$ cat config.mk
export PLATFORM = sky130hd
export DESIGN_NAME = painterengine_gpu_dma_reader
export DESIGN_NICKNAME = d
export VERILOG_FILES = /design/src/rtl/painterengine_gpu_dma_reader.sv
export SDC_FILE = /design/constraint.sdc
export NUM_CORES = 1
export LEC_CHECK = 0
export BUFFER_PORTS_ARGS = -buffer_cell sky130_fd_sc_hd__buf_2
export CORE_MARGIN = 4
export CORE_UTILIZATION = 31
export CTS_CLUSTER_SIZE = 28
export DETAILED_ROUTE_END_ITERATION = 16
export PLACE_DENSITY_LB_ADDON = 0.25
export RECOVER_POWER = 50
export SLEW_MARGIN = 40
export SYNTH_ARGS = -nofsm -noshare
export SYNTH_HDL_FRONTEND = slang
export SYNTH_SLANG_ARGS = --single-unit
$ cat constraint.sdc
create_clock -name i_wire_clock -period 12.33 [get_ports i_wire_clock]
set_input_delay 1.8495 -clock i_wire_clock [delete_from_list [all_inputs] [get_ports i_wire_clock]]
set_output_delay 1.8495 -clock i_wire_clock [all_outputs]
set_load 0.02 [all_outputs]
$ cat src/rtl/painterengine_gpu_dma_reader.sv
// AXI4 read DMA: fetches a word-aligned block in 1 KiB-safe bursts and
// streams the words out through an internal FIFO.
//
// Ports:
//   i_wire_clock, i_wire_reset        clock, synchronous active-high reset
//   i_wire_start/address/length       transfer request (bytes / words)
//   o_wire_data, o_wire_data_valid    FIFO head word and not-empty flag
//   i_wire_data_next                  consumer pop
//   o_wire_done, o_wire_error(_type)  completion and error status
//   o_wire_m_axi_ar*, i_wire_m_axi_arready   AXI read address channel
//   i_wire_m_axi_r*,  o_wire_m_axi_rready    AXI read data channel
module painterengine_gpu_dma_reader #(
    parameter int PARAM_FIFO_DEPTH = 16
) (
    input  logic        i_wire_clock,
    input  logic        i_wire_reset,
    input  logic        i_wire_start,
    input  logic [31:0] i_wire_address,
    input  logic [31:0] i_wire_length,
    output logic [31:0] o_wire_data,
    output logic        o_wire_data_valid,
    input  logic        i_wire_data_next,
    output logic        o_wire_done,
    output logic        o_wire_error,
    output logic [2:0]  o_wire_error_type,
    output logic [0:0]  o_wire_m_axi_arid,
    output logic [31:0] o_wire_m_axi_araddr,
    output logic [7:0]  o_wire_m_axi_arlen,
    output logic [2:0]  o_wire_m_axi_arsize,
    output logic [1:0]  o_wire_m_axi_arburst,
    output logic        o_wire_m_axi_arlock,
    output logic [3:0]  o_wire_m_axi_arcache,
    output logic [2:0]  o_wire_m_axi_arprot,
    output logic [3:0]  o_wire_m_axi_arqos,
    output logic        o_wire_m_axi_arvalid,
    input  logic        i_wire_m_axi_arready,
    input  logic [0:0]  i_wire_m_axi_rid,
    input  logic [31:0] i_wire_m_axi_rdata,
    input  logic [1:0]  i_wire_m_axi_rresp,
    input  logic        i_wire_m_axi_rlast,
    input  logic        i_wire_m_axi_rvalid,
    output logic        o_wire_m_axi_rready
);

    localparam int LP_PW = $clog2(PARAM_FIFO_DEPTH);
    localparam logic [LP_PW:0] LP_FULL = (LP_PW + 1)'(PARAM_FIFO_DEPTH);

    typedef enum logic [4:0] {
        S_IDLE       = 5'h01,
        S_CHECK      = 5'h02,
        S_CALC       = 5'h03,
        S_ADDR       = 5'h04,
        S_DATA       = 5'h05,
        S_DRAIN      = 5'h06,
        S_DONE       = 5'h07,
        S_ALIGN_ERR  = 5'h11,
        S_LEN_ERR    = 5'h12,
        S_AR_TIMEOUT = 5'h13,
        S_RRESP_ERR  = 5'h14,
        S_RLAST_ERR  = 5'h15
    } state_t;

    state_t           r_state;
    state_t           w_next;
    logic [31:0]      r_address;
    logic [31:0]      r_length;
    logic [31:0]      r_offset;
    logic [8:0]       r_burstlen;
    logic [8:0]       r_beat;
    logic [7:0]       r_timeout;
    logic [31:0]      r_araddr;
    logic [7:0]       r_arlen;
    logic [31:0]      r_mem [PARAM_FIFO_DEPTH];
    logic [LP_PW-1:0] r_wptr;
    logic [LP_PW-1:0] r_rptr;
    logic [LP_PW:0]   r_count;

    logic        w_start_ok;
    logic        w_arvalid;
    logic        w_rready;
    logic        w_push;
    logic        w_pop;
    logic        w_full;
    logic        w_last;
    logic [2:0]  w_error_type;
    logic [7:0]  w_word;
    logic [8:0]  w_room;
    logic [31:0] w_remain;
    logic [8:0]  w_burstlen;
    logic [31:0] w_off_sum;
    logic        w_unused;

    assign w_start_ok = i_wire_start &&
        (r_state == S_IDLE || r_state == S_DONE || r_state[4]);
    assign w_full   = (r_count == LP_FULL);
    assign w_pop    = (r_count != '0) && i_wire_data_next;
    assign w_last   = (r_beat == r_burstlen - 9'd1);
    assign w_off_sum = r_offset + {23'd0, r_burstlen};

    // Word index inside the current 1 KiB page bounds the burst length.
    assign w_word     = r_address[9:2] + r_offset[7:0];
    assign w_room     = 9'd256 - {1'b0, w_word};
    assign w_remain   = r_length - r_offset;
    assign w_burstlen = (w_remain < {23'd0, w_room}) ? w_remain[8:0] : w_room;

    assign w_unused = ^i_wire_m_axi_rid;

    always_comb begin
        w_next    = r_state;
        w_arvalid = 1'b0;
        w_rready  = 1'b0;
        w_push    = 1'b0;
        unique case (r_state)
            S_IDLE, S_DONE: ;
            S_CHECK: begin
                if (r_address[1:0] != 2'b00)
                    w_next = S_ALIGN_ERR;
                else if (r_length == 32'd0)
                    w_next = S_LEN_ERR;
                else
                    w_next = S_CALC;
            end
            S_CALC: w_next = S_ADDR;
            S_ADDR: begin
                w_arvalid = 1'b1;
                if (i_wire_m_axi_arready)
                    w_next = S_DATA;
                else if (r_timeout == 8'd255)
                    w_next = S_AR_TIMEOUT;
            end
            S_DATA: begin
                w_rready = !w_full;
                if (i_wire_m_axi_rvalid && w_rready) begin
                    if (i_wire_m_axi_rresp > 2'b01)
                        w_next = S_RRESP_ERR;
                    else if (i_wire_m_axi_rlast != w_last)
                        w_next = S_RLAST_ERR;
                    else begin
                        w_push = 1'b1;
                        if (w_last)
                            w_next = (w_off_sum >= r_length) ? S_DRAIN : S_CALC;
                    end
                end
            end
            S_DRAIN: if (r_count == '0) w_next = S_DONE;
            S_ALIGN_ERR, S_LEN_ERR, S_AR_TIMEOUT,
            S_RRESP_ERR, S_RLAST_ERR: ;
            default: w_next = S_IDLE;
        endcase
        if (w_start_ok)
            w_next = S_CHECK;
    end

    always_comb begin
        w_error_type = 3'd0;
        unique case (r_state)
            S_ALIGN_ERR:  w_error_type = 3'd1;
            S_LEN_ERR:    w_error_type = 3'd2;
            S_AR_TIMEOUT: w_error_type = 3'd3;
            S_RRESP_ERR:  w_error_type = 3'd4;
            S_RLAST_ERR:  w_error_type = 3'd5;
            default:      w_error_type = 3'd0;
        endcase
    end

    always_ff @(posedge i_wire_clock) begin
        if (i_wire_reset)
            r_state <= S_IDLE;
        else
            r_state <= w_next;
    end

    always_ff @(posedge i_wire_clock) begin
        if (i_wire_reset) begin
            r_address  <= '0;
            r_length   <= '0;
            r_offset   <= '0;
            r_burstlen <= '0;
            r_beat     <= '0;
            r_timeout  <= '0;
            r_araddr   <= '0;
            r_arlen    <= '0;
            r_wptr     <= '0;
            r_rptr     <= '0;
            r_count    <= '0;
        end else if (w_start_ok) begin
            r_address <= i_wire_address;
            r_length  <= i_wire_length;
            r_offset  <= '0;
            r_wptr    <= '0;
            r_rptr    <= '0;
            r_count   <= '0;
        end else begin
            if (r_state == S_CALC) begin
                r_burstlen <= w_burstlen;
                r_araddr   <= r_address + {r_offset[29:0], 2'b00};
                r_arlen    <= w_burstlen[7:0] - 8'd1;
                r_timeout  <= '0;
            end
            if (r_state == S_ADDR) begin
                if (i_wire_m_axi_arready)
                    r_beat <= '0;
                else
                    r_timeout <= r_timeout + 8'd1;
            end
            if (w_push) begin
                r_wptr <= r_wptr + 1'b1;
                r_beat <= r_beat + 9'd1;
                if (w_last)
                    r_offset <= w_off_sum;
            end
            if (w_pop)
                r_rptr <= r_rptr + 1'b1;
            if (w_push && !w_pop)
                r_count <= r_count + 1'b1;
            else if (!w_push && w_pop)
                r_count <= r_count - 1'b1;
        end
    end

    always_ff @(posedge i_wire_clock) begin
        if (w_push)
            r_mem[r_wptr] <= i_wire_m_axi_rdata;
    end

    assign o_wire_data       = r_mem[r_rptr];
    assign o_wire_data_valid = (r_count != '0);
    assign o_wire_done       = (r_state == S_DONE);
    assign o_wire_error      = r_state[4];
    assign o_wire_error_type = w_error_type;

    assign o_wire_m_axi_arid    = 1'b0;
    assign o_wire_m_axi_araddr  = r_araddr;
    assign o_wire_m_axi_arlen   = r_arlen;
    assign o_wire_m_axi_arsize  = 3'b010;
    assign o_wire_m_axi_arburst = 2'b01;
    assign o_wire_m_axi_arlock  = 1'b0;
    assign o_wire_m_axi_arcache = 4'b0010;
    assign o_wire_m_axi_arprot  = 3'b000;
    assign o_wire_m_axi_arqos   = 4'b0000;
    assign o_wire_m_axi_arvalid = w_arvalid;
    assign o_wire_m_axi_rready  = w_rready;

endmodule

**Yosys cells after proc, flatten, opt, wreduce, memory -nomap -nowiden**

Memory sizes are Yosys's and may differ from the RTL's. A register that Yosys moved wholly into a read port is not among the register bits.
Cells that the tools add are included.

- Register bits: 180
- Memory bits (writable): 512
- Input bits: 106
- Word-level logic and storage cells: 113
- Memories: 1

- $add $sub $neg: 13
- $lt $le $gt $ge: 3
- Equality and inequality tests: 25
- Mux-type cells: 32
- Bitwise operators: 2
- Reduce and logical (&&, ||, !) cells: 24

Memories:

| memory | words | bits a word | rd ports | clocked after memory_dff | write ports | line | text |
|---|---|---|---|---|---|---|---|
| r_mem | 16 | 32 | 1 | 1 | 1 | 73 | `logic [31:0] r_mem [PARAM_FIFO_DEPTH];` |

Operators by type and width:

| kind | count |
|---|---|
| two-way mux 5 bit | 11 |
| two-way mux 9 bit | 4 |
| adder 32 bit | 1 |
| adder 32 x 9 -> 32 bit | 1 |
| greater-or-equal comparator 32 bit | 1 |
| logical NOT 32 bit | 1 |
| less-than comparator 32 x 9 -> 1 bit | 1 |
| subtractor 32 bit | 1 |
| equality test 5 bit (second input constant) | 6 |
| case mux 5 bit (6 select lines) | 1 |
| two-way mux 8 bit | 3 |
| equality test 5 x 3 -> 1 bit (second input constant) | 4 |
| case mux 3 bit (5 select lines) | 1 |
| equality test 5 x 2 -> 1 bit (second input constant) | 2 |
| AND reduction 5 bit | 2 |
| adder 9 x 1 -> 9 bit (second input constant) | 1 |
| equality test 9 bit | 1 |
| inequality test 3 bit (second input constant) | 3 |
| subtractor 9 x 1 -> 9 bit (second input constant) | 1 |
| subtractor 9 x 8 -> 9 bit (first input constant) | 1 |
| adder 4 x 1 -> 4 bit (second input constant) | 2 |
| adder 8 x 1 -> 8 bit (second input constant) | 1 |
| adder 8 bit | 1 |
| equality test 8 bit (second input constant) | 1 |
| 25 further kinds | 47 |

**Depth between registers and ports, before layout**

Gate-level depths: netlist of run 1.

- Depth after elaboration: 11
- Mapped depth: 26

**Worst setup path before layout of run 1**

Ideal clock, no wire load.

- Kind: register -> register
- Start point: register r_offset[1]
- End point: register r_arlen[6], in the netlist o_wire_m_axi_arlen[6]
- Arrival: 6.139 ns
- Data required time: 12.258 ns
- Path slack: 6.119 ns
- Stages on the path, launching flop included: 26
- Path through: dfxtp_1 ha_1 a21o_1 a21o_1 a21o_1 a311oi_1 nand2_1 or2_2 or3_1 ha_1 nor2_1 o2111ai_1 a2111oi_0 or4b_1 nor4b_2 o2111ai_1 nor4_4 mux2i_1 ha_1 inv_1 or2_2 or3_1 nor2_1 xor2_1 mux2i_1 o21ai_1

- Cells in the longest elaborated chain, start to end: 5
- Elaborated cells on any way between the ends: 6

Ends and longest elaborated chain:

| item | line | text |
|---|---|---|
| start, declared | 67 | `logic [31:0] r_offset;` |
| start signal, assigned | 210 | `r_offset <= w_off_sum;` |
| adder 8 bit | 101 | `assign w_word = r_address[9:2] + r_offset[7:0];` |
| subtractor 9 x 8 -> 9 bit | 102 | `assign w_room = 9'd256 - {1'b0, w_word};` |
| less-than comparator 32 x 9 -> 1 bit | 104 | `assign w_burstlen = (w_remain < {23'd0, w_room}) ? w_remain[8:0] : w_room;` |
| two-way mux 9 bit (*) | 104 |  |
| subtractor 8 x 1 -> 8 bit (*) | 197 | `r_arlen <= w_burstlen[7:0] - 8'd1;` |
| end signal, assigned | 197 |  |
| end, declared | 72 | `logic [7:0] r_arlen;` |

Every way passes the cells marked *; elsewhere a longest branch is shown, timed or not.
A chain may end at the register's enable or synchronous reset.

**Final worst setup path of run 1**

Ends and elaborated chain as after synthesis.

==> results of run 1 <==
[synthesized netlist by cell type (all sizes together) (12+ instances only)]
master and number:
or4 12, nand2 280, nor2 146, a21o 38, and3 15, dfxtp 183, inv 105, xnor2 69
nand3 43, nand4 32, ha 123, clkbuf 76, o21ai 81, buf 47, or3 28, nand2b 19
mux4 160, o211ai 12, a21oi 206, nor4 15, mux2i 18, o21bai 13, edfxtp 512, a211oi 24
nor3 39, xor2 36, o21a 12
[layout by cell type, fill, tap and decap left out, drive strengths merged, types with 13 or more instances in the layout]
cell / instances
clkinv: 26
xor2: 36
mux2i: 18
conb: 18
a21oi: 206
o21bai: 13
buf: 141
nor2: 146
or3: 28
edfxtp: 512
nand4: 32
nor4: 15
nand3: 43
a211oi: 24
nand2b: 19
dfxtp: 183
inv: 111
o21ai: 81
nand2: 280
nor3: 39
xnor2: 69
and3: 15
a21o: 38
mux4: 160
clkbuf: 171
ha: 123
[tightest hold or removal path, cell delays in order (launching register included)]
cell and delay (ns):
dfxtp_1 0.31, nand2_1 0.05, a21oi_1 0.05
[how the worst max path moves through the flow]
stage	from	end	slack, ns	cells past startpoint
2_1_floorplan	r_offset[1]$_SDFFE_PP0P_	o_wire_m_axi_arlen[6]$_SDFFE_PP0P_	6.12	25
3_3_place_gp	r_offset[1]$_SDFFE_PP0P_	o_wire_m_axi_arlen[6]$_SDFFE_PP0P_	4.98	26
3_5_place_dp	r_offset[1]$_SDFFE_PP0P_	o_wire_m_axi_arlen[6]$_SDFFE_PP0P_	4.91	26
4_1_cts	r_offset[1]$_SDFFE_PP0P_	o_wire_m_axi_arlen[6]$_SDFFE_PP0P_	4.86	26
5_1_grt	r_offset[1]$_SDFFE_PP0P_	o_wire_m_axi_arlen[6]$_SDFFE_PP0P_	4.39	26
6_report	r_offset[1]$_SDFFE_PP0P_	o_wire_m_axi_arlen[6]$_SDFFE_PP0P_	4.86	26
[sequential cells by signal (all words and copies together), names as in the netlist, named ones only]
signal / cells
r_mem: 512
o_wire_m_axi_araddr: 32
r_address: 32
r_length: 32
r_offset: 32
r_beat: 9
r_burstlen: 9
o_wire_m_axi_arlen: 8
r_timeout: 8
r_count: 5
r_rptr: 4
r_state: 4
r_wptr: 4
[cell families (layout without fill, tap and decap cells)]
group           Yosys count  in the layout  share of synthesized area (%)
flops                   695            695                           58.6
simple gates            674            674                           9.70
compound gates          480            480                           9.25
buf+inv                 228            456                           2.91
mux                     179            179                           11.7
fa+ha+maj               127            127                           4.99
xor+xnor                105            105                           2.83
other cells               2             23                         0.0231
[cell type report]
type | count | area [sq um]
Tap cell | 1380 | 1730
Timing Repair Buffer | 216 | 1070
Antenna cell | 5 | 12.5
Inverter | 105 | 394
Sequential cell | 695 | 19000
Multi-Input combinational cell | 1583 | 12700
Fill cell | 10000 | 66400
Clock inverter | 39 | 393
Clock buffer | 96 | 2050
[report_power, final]
group	internal (mW)	switching (mW)	total [mW]
registers	2.55	0.0709	2.62
clock network	1.26	0.960	2.22
logic	0.502	0.667	1.17
total	4.31	1.70	6.01
[metal layers]
metal	up-vias	GRT usage, %
met5	-	0
met2	658	26.3
li1	9828	-
met1	10800	20.3
met4	4	5.59
met3	158	3.77
==> flow_summary.json, run 1 <==
{
  "syn_area_sq_um": 32500,
  "post-route-drc-count": 0,
  "tritoncts": "built",
  "grt_pass1_wl_um": 134000,
  "r2r-end": "o_wire_m_axi_arlen[6]$_SDFFE_PP0P_",
  "cp_slowest_stage_delay_ns": 0.63,
  "die_x_um": 332,
  "fp.dieArea_sq_um": 110000,
  "met1_length_um": 37300,
  "core-area_sq_um": 104000,
  "worst-r2r-setup-slack_ns": 4.86,
  "cts.htree.levels": 3,
  "hpwlAfterDp_um": 57500,
  "synth_top_area_share_pct": 47.3,
  "p_per_area_nw_per_um2": 161,
  "drt-pass1-iter-count": 7,
  "post-cts-setup-buffers": 0,
  "synth_edf_count": 512,
  "async_flop_share_pct": 0,
  "tightest_slew_ns": 3.36,
  "path_buf_inv": 2,
  "clk_latency_ns": 0.65,
  "crit_fanout": 19,
  "clock_sinks": 695,
  "placed_area_sq_um": 35000,
  "hold_start": "o_wire_m_axi_araddr[22]$_SDFFE_PP0P_",
  "row_count": 118,
  "arrival_ns": 7.98,
  "cts-root-buf": "clkbuf_16",
  "setup_ws_ns": 4.86,
  "synth_cell_types": 86,
  "clk_pin_slew_ns": 0.06,
  "fin_crit_sh_pct": 60.6,
  "antenna_left": 0,
  "fin_cells": 4119,
  "startpoint_type": "flip-flop",
  "whs_path_depth": 2,
  "failed_checks": "max-capacitance violations, max-slew violations",
  "rsz0062_at_grt": "false",
  "worstPathRequired_ns": 12.84,
  "wirelength_um": 89600,
  "crit_path_top_delay_cell": "a311oi_1",
  "antenna_found_initial": 8,
  "syn_to_final_growth_pct": 15.1,
  "drt_iter0_markers": 1623,
  "wl_met2_um": 43100,
  "fin_setup_tns_ns": 0,
  "status": "complete, but fails checks",
  "fin_crit_ns": 7.47,
  "grt_max_degree": 74,
  "synthTopCellsByArea": "edfxtp_1, dfxtp_1, mux4_2, ha_1, nand2_1",
  "dp.cells": 3979,
  "pre_cts_ws_ns": 4.91,
  "cts_buffer_depth": 3,
  "cp-end-kind": "flip-flop",
  "synthFlopType": "edfxtp_1",
  "fin_skew_ns": 0.0547,
  "highest_layer": "met5",
  "hold_path_end": "o_wire_m_axi_araddr[22]$_SDFFE_PP0P_",
  "wire_per_inst_um": 21.8,
  "peakVddDrop_mv": 0.104,
  "avgSynthCellArea_sq_um": 13.0,
  "drv_slew": 246,
  "start_util_pct": 31.3,
  "wl_met3_um": 6160,
  "drive_gt1_share_pct": 16.7,
  "grt_pass1_vias": 21800,
  "nets": 2911,
  "die_y_um": 332,
  "synth_seq_cells": 695,
  "fin_util_pct": 36.0,
  "routed_via_density": 5.20,
  "rr_worst_depth": 26,
  "globalRouteTotalUtil_pct": 15.8,
  "ios": 204,
  "slew_headroom_pct": -124,
  "setup_viol": 0,
  "ctsResizeCount": 0,
  "fmax_mhz": 134,
  "timing.hold.ws_ns": 0.458,
  "grt-ovfl-total": 0,
  "syn_inst": 2490,
  "ys_warn_count": 0,
  "synth_top_cell_by_area": "edfxtp_1",
  "setup.worst_path.class": "flip-flop to flip-flop",
  "gp_congestion": 0.898,
  "vias": 21400,
  "hold_violations": 0,
  "regToRegStartpoint": "r_offset[1]$_SDFFE_PP0P_",
  "max-cap-violations": 4,
  "ys_seq_area_share_pct": 58.6,
  "power_mw": 6.01,
  "postCtsHoldBufs": 0,
  "cp_top_family": "simple AND/OR/NAND/NOR gates",
  "p_leak_nw": 12.6,
  "worstHoldPathType": "flip-flop to flip-flop",
  "cts-buffers-inserted": 77,
  "port_buffers": 183,
  "final_area_sq_um": 37400
}
Note: power is estimated with default switching activity, not from simulation.
==> run 2, diff against run 1 <==
==> constraint.sdc (replaced) <==
create_clock -name i_wire_clock -period 7.82 [get_ports i_wire_clock]
set_input_delay 1.173 -clock i_wire_clock [delete_from_list [all_inputs] [get_ports i_wire_clock]]
set_output_delay 1.173 -clock i_wire_clock [all_outputs]
set_load 0.02 [all_outputs]
==> run 2 against run 1 <==
  * The flow still finishes with violations (max-capacitance violations, max-slew violations)
  * Largest cell class unchanged
  * Clock skew fell by 0.021 ns
  * Register-to-register slack got worse by 4.2 ns
  * Sequential share of layout area fell by 0.48 points
  * Total power rose by 61%
  * Maximum frequency up 4.1%
  * Highest routed layer unchanged
  * Setup slack got worse by 4.2 ns
  * Clock power is 66% higher
  * Critical path depth stayed put
  * Global-route usage rose by 0.19 points
  * Utilization grew 0.34 points
  * Die area did not move
  * Non-clock buffer count grew 12
==> flow_summary.json, run 2 (synthesis results as in run 1) <==
{
  "grt_max_degree": 69,
  "fin_skew_ns": 0.0334,
  "largest_reg_flops": 512,
  "p_leak_nw": 12.8,
  "grt_pass1_wl_um": 136000,
  "power_mw": 9.67,
  "nets": 2924,
  "fin_crit_sh_pct": 91.8,
  "setup_viol": 0,
  "globalRouteTotalUtil_pct": 16.0,
  "peakVddDrop_mv": 0.166,
  "antenna_left": 0,
  "hold_violations": 0,
  "postCtsHoldBufs": 0,
  "grt-ovfl-total": 0,
  "path_common_cell": "ha_1",
  "syn_to_final_growth_pct": 16.2,
  "startpoint_type": "flip-flop",
  "clk_pin_slew_ns": 0.06,
  "setup_ws_ns": 0.638,
  "routed_via_density": 5.18,
  "crit_fanout": 4,
  "drt_iter0_markers": 1661,
  "pre_cts_ws_ns": 0.728,
  "ios": 204,
  "fp.dieArea_sq_um": 110000,
  "rsz0062_at_grt": "false",
  "row_count": 118,
  "largest_register": "r_mem",
  "cp_slowest_stage_delay_ns": 0.59,
  "slew_headroom_pct": -125,
  "post-cts-setup-buffers": 0,
  "cp-end-kind": "flip-flop",
  "port_buffers": 183,
  "cts-buffers-inserted": 78,
  "start_util_pct": 31.3,
  "clock_sinks": 695,
  "max-cap-violations": 3,
  "core-area_sq_um": 104000,
  "fmax_mhz": 139,
  "tightest_slew_ns": 3.38,
  "dp.cells": 3990,
  "cts-root-buf": "clkbuf_16",
  "arrival_ns": 7.73,
  "mostFrequentLayoutCell": "edfxtp_1",
  "fin_crit_ns": 7.18,
  "final_cell_mix": "edfxtp_1, nand2_1, a21oi_1",
  "post-route-drc-count": 0,
  "failed_checks": "max-capacitance violations, max-slew violations",
  "fin_setup_tns_ns": 0,
  "cts.htree.levels": 3,
  "hpwlAfterDp_um": 60700,
  "worstHoldPathType": "flip-flop to flip-flop",
  "gp_congestion": 0.889,
  "wire_per_inst_um": 21.8,
  "clk_latency_ns": 0.64,
  "die_y_um": 332,
  "p_per_area_nw_per_um2": 256,
  "crit_path_top_delay_cell": "nor4_4",
  "worstPathRequired_ns": 8.37,
  "vias": 21400,
  "antenna_found_initial": 8,
  "wirelength_um": 90300,
  "drt-pass1-iter-count": 5,
  "tritoncts": "built",
  "drive_gt1_share_pct": 17.2,
  "drv_slew": 173,
  "die_x_um": 332,
  "setup.worst_path.class": "flip-flop to flip-flop",
  "status": "complete, but fails checks",
  "ctsResizeCount": 0,
  "fin_cells": 4136,
  "grt_pass1_vias": 21500,
  "cts_buffer_depth": 3
}
-- run 2: cell count changes in the layout (fill, tap and decap cells not counted), sizes merged --
| cell | delta |
|---|---|
| clkinvlp | +1 |
| inv | -1 |
| buf | +10 |
| clkbuf | +2 |
| bufinv | +5 |
-- run 2: stage by stage --
step / instance area (sq um) / util [%] / hold slack (ns)
detailed placement: 35200 / 33.9 / 0.453
floorplan: 32500 / - / 0.441
finish: 37700 / 36.3 / 0.461
global placement: 35000 / 33.8 / 0.450
global route: 37700 / 36.3 / 0.473
CTS: 37800 / 36.4 / 0.463
-- run 2: path summary, 6_finish.rpt --
path	slack [ns]	from	end	cells past startpoint
worst max-delay path	0.64	r_offset[0]$_SDFFE_PP0P_	o_wire_m_axi_arlen[6]$_SDFFE_PP0P_	26
worst min-delay path	0.46	r_address[27]$_SDFFE_PP0P_	r_address[27]$_SDFFE_PP0P_	2
worst max register to register	0.64	r_offset[0]$_SDFFE_PP0P_	o_wire_m_axi_arlen[6]$_SDFFE_PP0P_	26
worst min register to register	0.46	r_address[27]$_SDFFE_PP0P_	r_address[27]$_SDFFE_PP0P_	2
-- run 2: critical path, delay by kind of cell, from the launching register on --
family	cells	cell delay, ns
and+or+nand+nor	9	3.08
muxes	2	0.48
buffers and inverters	1	0.09
AOI/OAI and AO/OA	8	1.58
xor gates and xnor gates	2	0.31
adders and majority gates	4	1.19
DFF	1	0.35
-- run 2: per-layer routing --
layer,track usage [%],up-vias,part of all wire (%)
met5,0,-,0.025
met4,5.28,4,3.1
met3,3.09,145,6.0
met2,26.3,656,47
met1,21.4,10800,43
li1,-,9860,-
-- run 2: area by class of cell --
type | count | area, sq um
fill | 10100 | 66100
clock buffer | 96 | 2040
clock inverter | 44 | 548
multi-input combinational | 1583 | 12700
timing repair buffer | 228 | 1270
tap | 1380 | 1730
antenna | 5 | 12.5
sequential | 695 | 19000
inverter | 105 | 394
-- run 2: report_power, final --
group          leakage (nW)  total (mW)  internal (mW)  switching [mW]
Sequential             6.09        4.15           4.02           0.126
Combinational          5.45        1.85          0.806            1.04
Clock                  1.25        3.68           2.15            1.53
